$ cat config.mk
export PLATFORM = sky130hd
export DESIGN_NAME = td4_sequencer
export DESIGN_NICKNAME = d
export VERILOG_FILES = /design/src/rtl/td4_sequencer.sv
export SDC_FILE = /design/constraint.sdc
export NUM_CORES = 1
export LEC_CHECK = 0
export CAP_MARGIN = 40
export CORE_ASPECT_RATIO = 1.75
export CORE_UTILIZATION = 30
export DETAILED_ROUTE_END_ITERATION = 10
export HOLD_SLACK_MARGIN = 0.02
export SKIP_CTS_REPAIR_TIMING = 1
export SYNTH_ARGS = -nofsm -noshare
export SYNTH_HDL_FRONTEND = slang
export SYNTH_SLANG_ARGS = --single-unit
export TNS_END_PERCENT = 20
$ cat constraint.sdc
create_clock -name clk -period 3.95 [get_ports clk]
set_input_delay 0.395 -clock clk [delete_from_list [all_inputs] [get_ports clk]]
set_output_delay 0.395 -clock clk [all_outputs]
set_load 0.01 [all_outputs]
$ cat src/rtl/td4_sequencer.sv
// rtl/td4_sequencer.sv - TD4 fetch/decode/execute sequencer with PC, carry flag and ROM-timeout fault
module td4_sequencer #(
  parameter int ROM_TIMEOUT = 15
) (
  input  logic       clk,
  input  logic       rst,
  input  logic       run,
  input  logic       step,
  output logic [3:0] rom_addr,
  output logic       rom_req,
  input  logic       rom_ack,
  input  logic [7:0] rom_data,
  output logic [7:0] dec_op,
  output logic       dec_carry,
  input  logic [1:0] dec_sel,
  input  logic [3:0] dec_load,
  input  logic       alu_carry,
  output logic [1:0] alu_sel,
  output logic [3:0] imm,
  output logic [2:0] reg_we,
  output logic       busy,
  output logic       fault,
  output logic [7:0] instr_count
);

  localparam int CW = $clog2(ROM_TIMEOUT + 1);

  localparam logic [2:0] S_IDLE   = 3'd0;
  localparam logic [2:0] S_FETCH  = 3'd1;
  localparam logic [2:0] S_DECODE = 3'd2;
  localparam logic [2:0] S_EXEC   = 3'd3;
  localparam logic [2:0] S_FAULT  = 3'd4;

  logic [2:0]    state_q, state_d;
  logic [3:0]    pc_q, pc_d;
  logic [7:0]    ir_q, ir_d;
  logic [1:0]    sel_q, sel_d;
  logic [3:0]    load_q, load_d;
  logic          carry_q, carry_d;
  logic [CW-1:0] tmo_q, tmo_d;
  logic [7:0]    cnt_q, cnt_d;

  // Next-state and datapath update for the instruction cycle
  always_comb begin
    state_d = state_q;
    pc_d    = pc_q;
    ir_d    = ir_q;
    sel_d   = sel_q;
    load_d  = load_q;
    carry_d = carry_q;
    tmo_d   = tmo_q;
    cnt_d   = cnt_q;
    case (state_q)
      S_IDLE: begin
        if (run || step) begin
          state_d = S_FETCH;
          tmo_d   = '0;
        end
      end
      S_FETCH: begin
        // An ack arriving on the last allowed cycle still counts as a fetch.
        if (rom_ack) begin
          ir_d    = rom_data;
          state_d = S_DECODE;
        end else if (tmo_q == CW'(ROM_TIMEOUT - 1)) begin
          state_d = S_FAULT;
        end else begin
          tmo_d = tmo_q + 1'b1;
        end
      end
      S_DECODE: begin
        sel_d   = dec_sel;
        load_d  = dec_load;
        state_d = S_EXEC;
      end
      S_EXEC: begin
        carry_d = alu_carry;
        pc_d    = load_q[3] ? ir_q[3:0] : pc_q + 4'd1;
        cnt_d   = cnt_q + 8'd1;
        if (run) begin
          state_d = S_FETCH;
          tmo_d   = '0;
        end else begin
          state_d = S_IDLE;
        end
      end
      S_FAULT: state_d = S_FAULT;
      default: state_d = S_IDLE;
    endcase
  end

  // Sequencer state registers
  always_ff @(posedge clk or posedge rst) begin
    if (rst) begin
      state_q <= S_IDLE;
      pc_q    <= '0;
      ir_q    <= '0;
      sel_q   <= '0;
      load_q  <= '0;
      carry_q <= 1'b0;
      tmo_q   <= '0;
      cnt_q   <= '0;
    end else begin
      state_q <= state_d;
      pc_q    <= pc_d;
      ir_q    <= ir_d;
      sel_q   <= sel_d;
      load_q  <= load_d;
      carry_q <= carry_d;
      tmo_q   <= tmo_d;
      cnt_q   <= cnt_d;
    end
  end

  // Output decode; decoder inputs come straight from flops so they never glitch
  always_comb begin
    rom_addr    = pc_q;
    rom_req     = (state_q == S_FETCH);
    dec_op      = ir_q;
    dec_carry   = carry_q;
    alu_sel     = sel_q;
    imm         = ir_q[3:0];
    reg_we      = (state_q == S_EXEC) ? load_q[2:0] : 3'b000;
    busy        = (state_q == S_FETCH) || (state_q == S_DECODE) || (state_q == S_EXEC);
    fault       = (state_q == S_FAULT);
    instr_count = cnt_q;
  end

endmodule

=== Yosys cells after proc, flatten, opt, wreduce, memory -nomap -nowiden ===
Cells that the tools add are included.

* Bits in registers: 34
* Input bits: 20
* Output and inout port bits: 33
* Word-level logic and storage cells: 41

* Add/sub/neg operators: 3
* Equality and inequality tests: 10
* Muxes and demuxes: 12
* Reductions and logical operators: 8

{| class="wikitable"
|+ Operators with widths
! cell !! count
|-
| $mux 4 || 5
|-
| $pmux 3 s5 || 1
|-
| $mux 3 || 4
|-
| $pmux 4 s3 || 1
|-
| $add 4x1->4 const B || 2
|-
| $add 8x1->8 const B || 1
|-
| $ne 2x2->1 const B || 4
|-
| $eq 3x2->1 const B || 2
|-
| $reduce_and 5->1 || 1
|-
| $eq 4x4->1 const B || 1
|-
| $reduce_and 2->1 || 2
|-
| $eq 3x1->1 const B || 1
|-
| $eq 3x3->1 const B || 1
|-
| $logic_not 3->1 || 1
|-
| $logic_or 1x1->1 || 3
|-
| $ne 3x1->1 const B || 1
|-
| $reduce_bool 3->1 || 1
|-
| $mux 1 || 1
|}

=== Longest topological paths before layout ===
Gate-level depths: netlist (run 1).

* Depth in word-level cells: 4
* Mapped depth: 5

=== Worst setup path before layout (run 1) ===
OpenSTA, ideal clock, no wires.

* Kind: register to register
* Start point: register tmo_q[0]
* End point: register state_q[2]
* Setup time: 77 ps
* Data arrival time: 1309 ps
* Required time: 3873 ps
* Slack: 2564 ps
* Cell stages (with the launch flop): 6
* Cells stage by stage: dfrtp_1 -> inv_1 -> ha_1 -> nand3_2 -> or4b_1 -> a21oi_1

* Word-level cells in the longest chain between the ends: 3

{| class="wikitable"
|+ RTL lines
! what !! RTL line !! RTL
|-
| start: declaration || 40 || <nowiki>logic [CW-1:0] tmo_q, tmo_d;</nowiki>
|-
| start signal: assignment || 110 || <nowiki>tmo_q <= tmo_d;</nowiki>
|-
| $eq 4x4->1 || 65 || <nowiki>end else if (tmo_q == CW'(ROM_TIMEOUT - 1)) begin</nowiki>
|-
| $ne 3x1->1 (no source line) || - ||
|-
| $reduce_and 2->1 (no source line) || - ||
|-
| end signal: assignment || 104 || <nowiki>state_q <= state_d;</nowiki>
|-
| end: declaration || 34 || <nowiki>logic [2:0] state_q, state_d;</nowiki>
|}

No other way between the ends.
A chain may end at the register's enable or synchronous reset.

=== Worst setup path in the final report (run 1) ===
* Start point: register state_q[2]
* End point: output reg_we[0]

* Word-level cells in the longest chain between the ends: 2

{| class="wikitable"
|+ RTL lines
! what !! RTL line !! RTL
|-
| $eq 3x2->1 || 123 || <nowiki>reg_we = (state_q == S_EXEC) ? load_q[2:0] : 3'b000;</nowiki>
|-
| $mux 3 || 123 ||
|-
| end: declaration || 20 || <nowiki>output logic [2:0] reg_we,</nowiki>
|}

No other way between the ends.

==> run_results.csv, run 1 <==
group,metric,value,unit
status,run_status,"completed",
placement,gp_congestion,0.7352,
synth,synth_seq_area_share,49.56,%
routing,viasPerCell,4.613,
floorplanning,core-area,5540,um2
worst_setup_path,worstPathMaxFanout,13,
timing,relSlewSlack,62.26,%
clock_network,htree_levels,2,
pwr,power_leakage,0.9688,nW
timing,worstMarginPinSlew,0.5646,ns
worst_setup_path,slowest_delay,0.55,ns
layout,area_growth_syn_to_layout,36.37,%
clock_network,cts_tree,"done",
timing,hold_viol_final,0,
synth,yosysTopAreaCell,"dfrtp_1",
worst_setup_path,cp-endpoint,"reg_we[0]",
clock_network,cts_buffers,5,
timing,tns,0,ns
global_route,grt.overflow.total,0,
timing,fin_crit_sh,58.32,%
routing,wire_per_inst,12.81,um
layout,final_common_cell,"clkdlybuf4s50_1",
synth,synth_area_leaders,"dfrtp_1 50%, mux2_2 8.5%, ha_1 2.9%",
timing,skew,0.002946,ns
worst_setup_path,reg2reg_slack,2.28,ns
synth,synth_compound_area_share,7.945,%
synth,synth.distinct_cells,42,
synth,yosys.area_share.adder,2.915,%
clock_network,clock-root-buffer,"clkbuf_8",
synth,synth_top_area_share,49.56,%
synth,ys_warn_count,0,
synth,synth_area,1717,um2
worst_setup_path,cp-end-kind,"output port",
pwr,peakVddDrop,0.2669,mV
layout,fillers,561,
worst_setup_path,cp_num_cells,3,
synth,netlist_instances,153,
clock_network,clk_path_buf_depth,2,
global_route,antenna_found_initial,0,
flow_run,cap_viol_max_count,0,
timing,slew_viol_final,0,
routing,drtAntennaViolNets,0,
global_route,grt_max_degree,35,
layout,diodes,0,
worst_setup_path,startpoint,"state_q[2]",
floorplanning,initial_core_util,30.98,%
worst_hold_path,hold_path.class,"reg -> reg",
floorplanning,die_h,102.1,um
synth,ys_ff_latch,34,
clock_network,clkSlewWorstSetupHoldPaths,0.07,ns
placement,placed_area,2265,um2
worst_setup_path,crit_type,"reg -> out",
floorplanning,io_pins,53,
floorplanning,die_area,6041,um2
synth,synth_xor_area_share,3.571,%
clock_network,clock_latency,0.28,ns
global_route,grt_pass1_vias,1200,
clock_network,cts_sinks,34,
worst_setup_path,r2r_end,"rom_addr[3]",
layout,layout_common_cells,"52 x clkdlybuf4s50_1, 34 x dfrtp_1, 13 x mux2_2, 12 x nand2_1, 9 x inv_1",
worst_setup_path,cp_cell_sequence,"and3b_2, and2_1, clkdlybuf4s50_1",
synth,synth-main-ff-cell,"dfrtp_1",
routing,vias,1287,
synth,synthArstFlopShare,100.0,%
global_route,grt_pass1_wl,5823,um
synth,syn_nets,177,
synth,synth_top_family_by_area,"simple AND/OR/NAND/NOR gates",
synth,muxShareOfSynthArea,9.111,%
timing,fmax,0.4341,GHz
layout,fin_area,2341,um2
synth,synth.avg_cell_area,11.22,um2
worst_setup_path,cp_num_buf_inv,1,
floorplanning,rows,36,
timing,setup_viol,0,
routing,drtIter0Drc,36,
worst_setup_path,path_delay_family,"flip-flops",
worst_setup_path,required,3.56,ns
worst_setup_path,critPathArrivalTime,1.91,ns
routing,drtPass1Iterations,4,
layout,nets,227,
placement,portBuffers,52,
placement,hpwl,2636,um
timing,finalCriticalPeriod,2.304,ns
synth,yosys.area_share.simple,20.55,%
pwr,p_per_area,696.4,nW/um2
global_route,grt_usage,12.91,%
worst_setup_path,crit_slowest_cell,"dfrtp_1",
worst_setup_path,r2r_cells,3,
worst_setup_path,r2r-start,"state_q[2]",
routing,route.detailed.drc,0,
routing,wl,3574,um
layout,drive_above_1_share,15.27,%
floorplanning,dieWidth,59.18,um
timing,rsz0062_at_grt,"no",
timing,fin_hold_ws,0.4703,ns
worst_setup_path,critPathLaunchType,"flop",
synth,synth_edf_count,0,
pwr,p_total,1.630,mW
==> per-layer routing <==
layer / track usage [%] / up-vias / wire [um]
li1: - / 630 / -
met1: 15.73 / 625 / 1549
met2: 21.18 / 27 / 1832
met3: 2.911 / 5 / 122
met4: 6.044 / 0 / 70
met5: 0 / - / 0
==> flip-flops by register name, indices dropped and copies added (netlist names) <==
register and flops:
dec_carry 1, instr_count 8, dec_op 8, tmo_q 4
rom_addr 4, state_q 3, load_q 4, alu_sel 2
==> worst min path at each step <==
| stage | start | endpoint | slack, ns | cells after the start |
|---|---|---|---|---|
| final | instr_count[7] | instr_count[7] | 0.47 | 1 |
| after CTS | instr_count[7] | instr_count[7] | 0.48 | 1 |
| after floorplan | load_q[0] | load_q[0] | 0.47 | 1 |
| after global placement | instr_count[7] | instr_count[7] | 0.46 | 1 |
| after global routing | instr_count[7] | instr_count[7] | 0.50 | 1 |
| after detailed placement | instr_count[7] | instr_count[7] | 0.46 | 1 |
==> metrics by stage <==
stage                     cells  setup WS [ns]  utilization [%]
after floorplan             153          2.564                -
after global placement      272          1.972            40.88
after detailed placement    272          1.935            40.88
after CTS                   279          1.621            42.25
after global routing        279          1.507            42.25
final                       279          1.646            42.25
==> power by group <==
| group | internal [mW] | leakage [nW] | total, mW | switching, mW |
|---|---|---|---|---|
| Combinational | 0.447 | 0.504 | 0.742 | 0.295 |
| Clock | 0.121 | 0.0383 | 0.240 | 0.118 |
| Sequential | 0.489 | 0.426 | 0.649 | 0.159 |
| Total | 1.06 | 0.969 | 1.63 | 0.573 |
==> cells in the mapped netlist, types with 2 or more instances <==
master,count
inv_1,9
mux2_2,13
nand2_1,12
or2_2,2
buf_6,2
and3_1,2
and2_1,3
nor2_1,6
buf_4,5
buf_2,3
a21oi_1,5
xnor2_1,4
o211ai_1,5
nand4_1,3
nand3_1,5
nand3b_1,3
o21ai_0,5
nor3_1,4
ha_1,4
xor2_1,3
dfrtp_1,34
==> cells by family (layout without fill, tap and decap cells) <==
group | after synthesis | count (layout)
and+or+nand+nor | 54 | 54
DFF | 34 | 34
AOI/OAI and AO/OA | 21 | 21
buffers and inverters | 19 | 69
muxes | 14 | 14
xor gates and xnor gates | 7 | 7
adders and majority gates | 4 | 4
==> worst reg2reg max path, delay by kind of cell, from the launching register on <==
kind            cells  cell delay [ns]
simple gates        2             0.68
flops               1             0.55
compound gates      1             0.37
==> cell type report <==
cell class | count | area [um2] | share of cell area, %
Timing Repair Buffer | 53 | 528.0 | 22.55
Clock buffer | 7 | 76.32 | 3.260
Sequential cell | 34 | 850.8 | 36.34
Multi-Input combinational cell | 100 | 757.0 | 32.34
Inverter | 9 | 33.78 | 1.443
Tap cell | 76 | 95.09 | 4.062
(Power assumes the default switching activity.)
==> run 2, diff against run 1 <==
clock period = 2.35 ns   (was 3.95 ns; I/O delays follow)
==> run_results.csv, run 2 (synthesis gave the netlist of run 1 again) <==
group,metric,value,unit
timing,rsz0062_at_grt,"no",
timing,hold_viol_final,0,
clock_network,cts_tree,"done",
placement,dp_slack,0.5033,ns
timing,fin_crit_sh,90.76,%
floorplanning,die_area,6041,um2
global_route,antenna_found_initial,0,
layout,nets,227,
routing,drtAntennaViolNets,0,
routing,wl,3550,um
routing,drtIter0Drc,17,
floorplanning,core-area,5540,um2
timing,skew,0.002440,ns
layout,area_growth_syn_to_layout,36.37,%
worst_setup_path,required,2.12,ns
worst_setup_path,cp_cell_sequence,"and3b_2, and2_1, clkdlybuf4s50_1",
layout,diodes,0,
placement,portBuffers,52,
timing,finalCriticalPeriod,2.133,ns
global_route,use_met2,21.26,%
floorplanning,dieWidth,59.18,um
routing,wire_per_inst,12.72,um
routing,route.detailed.drc,0,
floorplanning,rows,36,
global_route,grt.overflow.total,0,
placement,hpwl,2666,um
routing,viasPerCell,4.631,
global_route,grt_max_degree,35,
layout,final_common_cell,"clkdlybuf4s50_1",
global_route,grt_pass1_wl,5651,um
pwr,p_per_area,1169,nW/um2
placement,gp_congestion,0.7355,
clock_network,cts_sinks,34,
floorplanning,initial_core_util,30.98,%
routing,vias,1292,
clock_network,clock-root-buffer,"clkbuf_8",
clock_network,htree_levels,2,
worst_hold_path,hold_path.class,"in -> async",
worst_setup_path,slowest_delay,0.59,ns
pwr,peakVddDrop,0.4707,mV
worst_setup_path,cp_num_buf_inv,1,
floorplanning,io_pins,53,
timing,relSlewSlack,64.12,%
clock_network,clkSlewWorstSetupHoldPaths,0.06,ns
layout,drive_above_1_share,15.27,%
status,run_status,"completed",
layout,multi_input_area,757.0,um2
worst_setup_path,critPathArrivalTime,1.90,ns
floorplanning,die_h,102.1,um
layout,layout_common_cells,"52 x clkdlybuf4s50_1, 34 x dfrtp_1, 13 x mux2_2, 12 x nand2_1, 9 x inv_1",
timing,worstMarginPinSlew,0.5368,ns
global_route,grt_usage,12.71,%
global_route,grt_pass1_vias,1185,
worst_setup_path,worstPathMaxFanout,15,
layout,seqCellArea,850.8,um2
timing,setup_slack,0.2171,ns
worst_setup_path,path_delay_family,"flip-flops",
timing,slew_viol_final,0,
clock_network,cts_buffers,5,
layout,fillers,552,
worst_setup_path,crit_slowest_cell,"dfrtp_1",
timing,fmax,0.4688,GHz
flow_run,cap_viol_max_count,0,
worst_setup_path,cp-end-kind,"output port",
clock_network,clk_path_buf_depth,2,
clock_network,clock_latency,0.28,ns
pwr,power_leakage,0.9688,nW
worst_setup_path,critPathLaunchType,"flop",
worst_setup_path,crit_type,"reg -> out",
timing,tns,0,ns
timing,setup_viol,0,
global_route,top_usage_layer,"met2",
routing,drtPass1Iterations,6,
global_route,use_met3,3.165,%
global_route,met1_usage,14.17,%
## run 2: worst paths after layout
check | start | end | slack [ns] | cells past startpoint
max reg2reg | state_q[2] | rom_addr[3] | 0.65 | 3
min reg2reg | instr_count[7] | instr_count[7] | 0.46 | 1
max | state_q[0] | reg_we[0] | 0.22 | 3
min in group clk | instr_count[7] | instr_count[7] | 0.46 | 1
min | rst | alu_sel[0] | 0.35 | 3
max in group asynchronous | rst | tmo_q[0] | 1.68 | 3
## run 2: per-stage QoR
| stage | util [%] | hold slack (ns) | power [mW] | instances | area [um2] |
|---|---|---|---|---|---|
| after floorplan | - | 0.3404 | 1.815 | 153 | 1717 |
| after global placement | 40.88 | 0.4557 | 2.351 | 272 | 2265 |
| after detailed placement | 40.88 | 0.4565 | 2.371 | 272 | 2265 |
| after CTS | 42.25 | 0.3851 | 2.783 | 279 | 2341 |
| after global routing | 42.25 | 0.4276 | 2.942 | 279 | 2341 |
| final | 42.25 | 0.3508 | 2.737 | 279 | 2341 |
## run 2: cell type report
class	instances	area share, %
inverters	9	1.443
clock buffers	7	3.260
flip-flops and latches	34	36.34
repair buffers	53	22.55
well taps	76	4.062
multi-input cells	100	32.34
## run 2: layer usage
metal	part of all wire (%)	up-vias
met4	3.0	0
met2	52	29
met1	41	622
met5	0	-
li1	-	632
met3	3.4	9
## run 2: worst reg2reg max path, cell delays in order (launching register included)
cell and delay (ns):
dfrtp_1 0.54, nand3b_1 0.54, a22o_1 0.38, nor3_1 0.17
## run 2: power by group
part           leakage [nW]  total [mW]  switching [mW]  internal (mW)
registers             0.426        1.09           0.264          0.823
clock network        0.0383       0.396           0.193          0.204
logic                 0.504        1.25           0.502          0.752
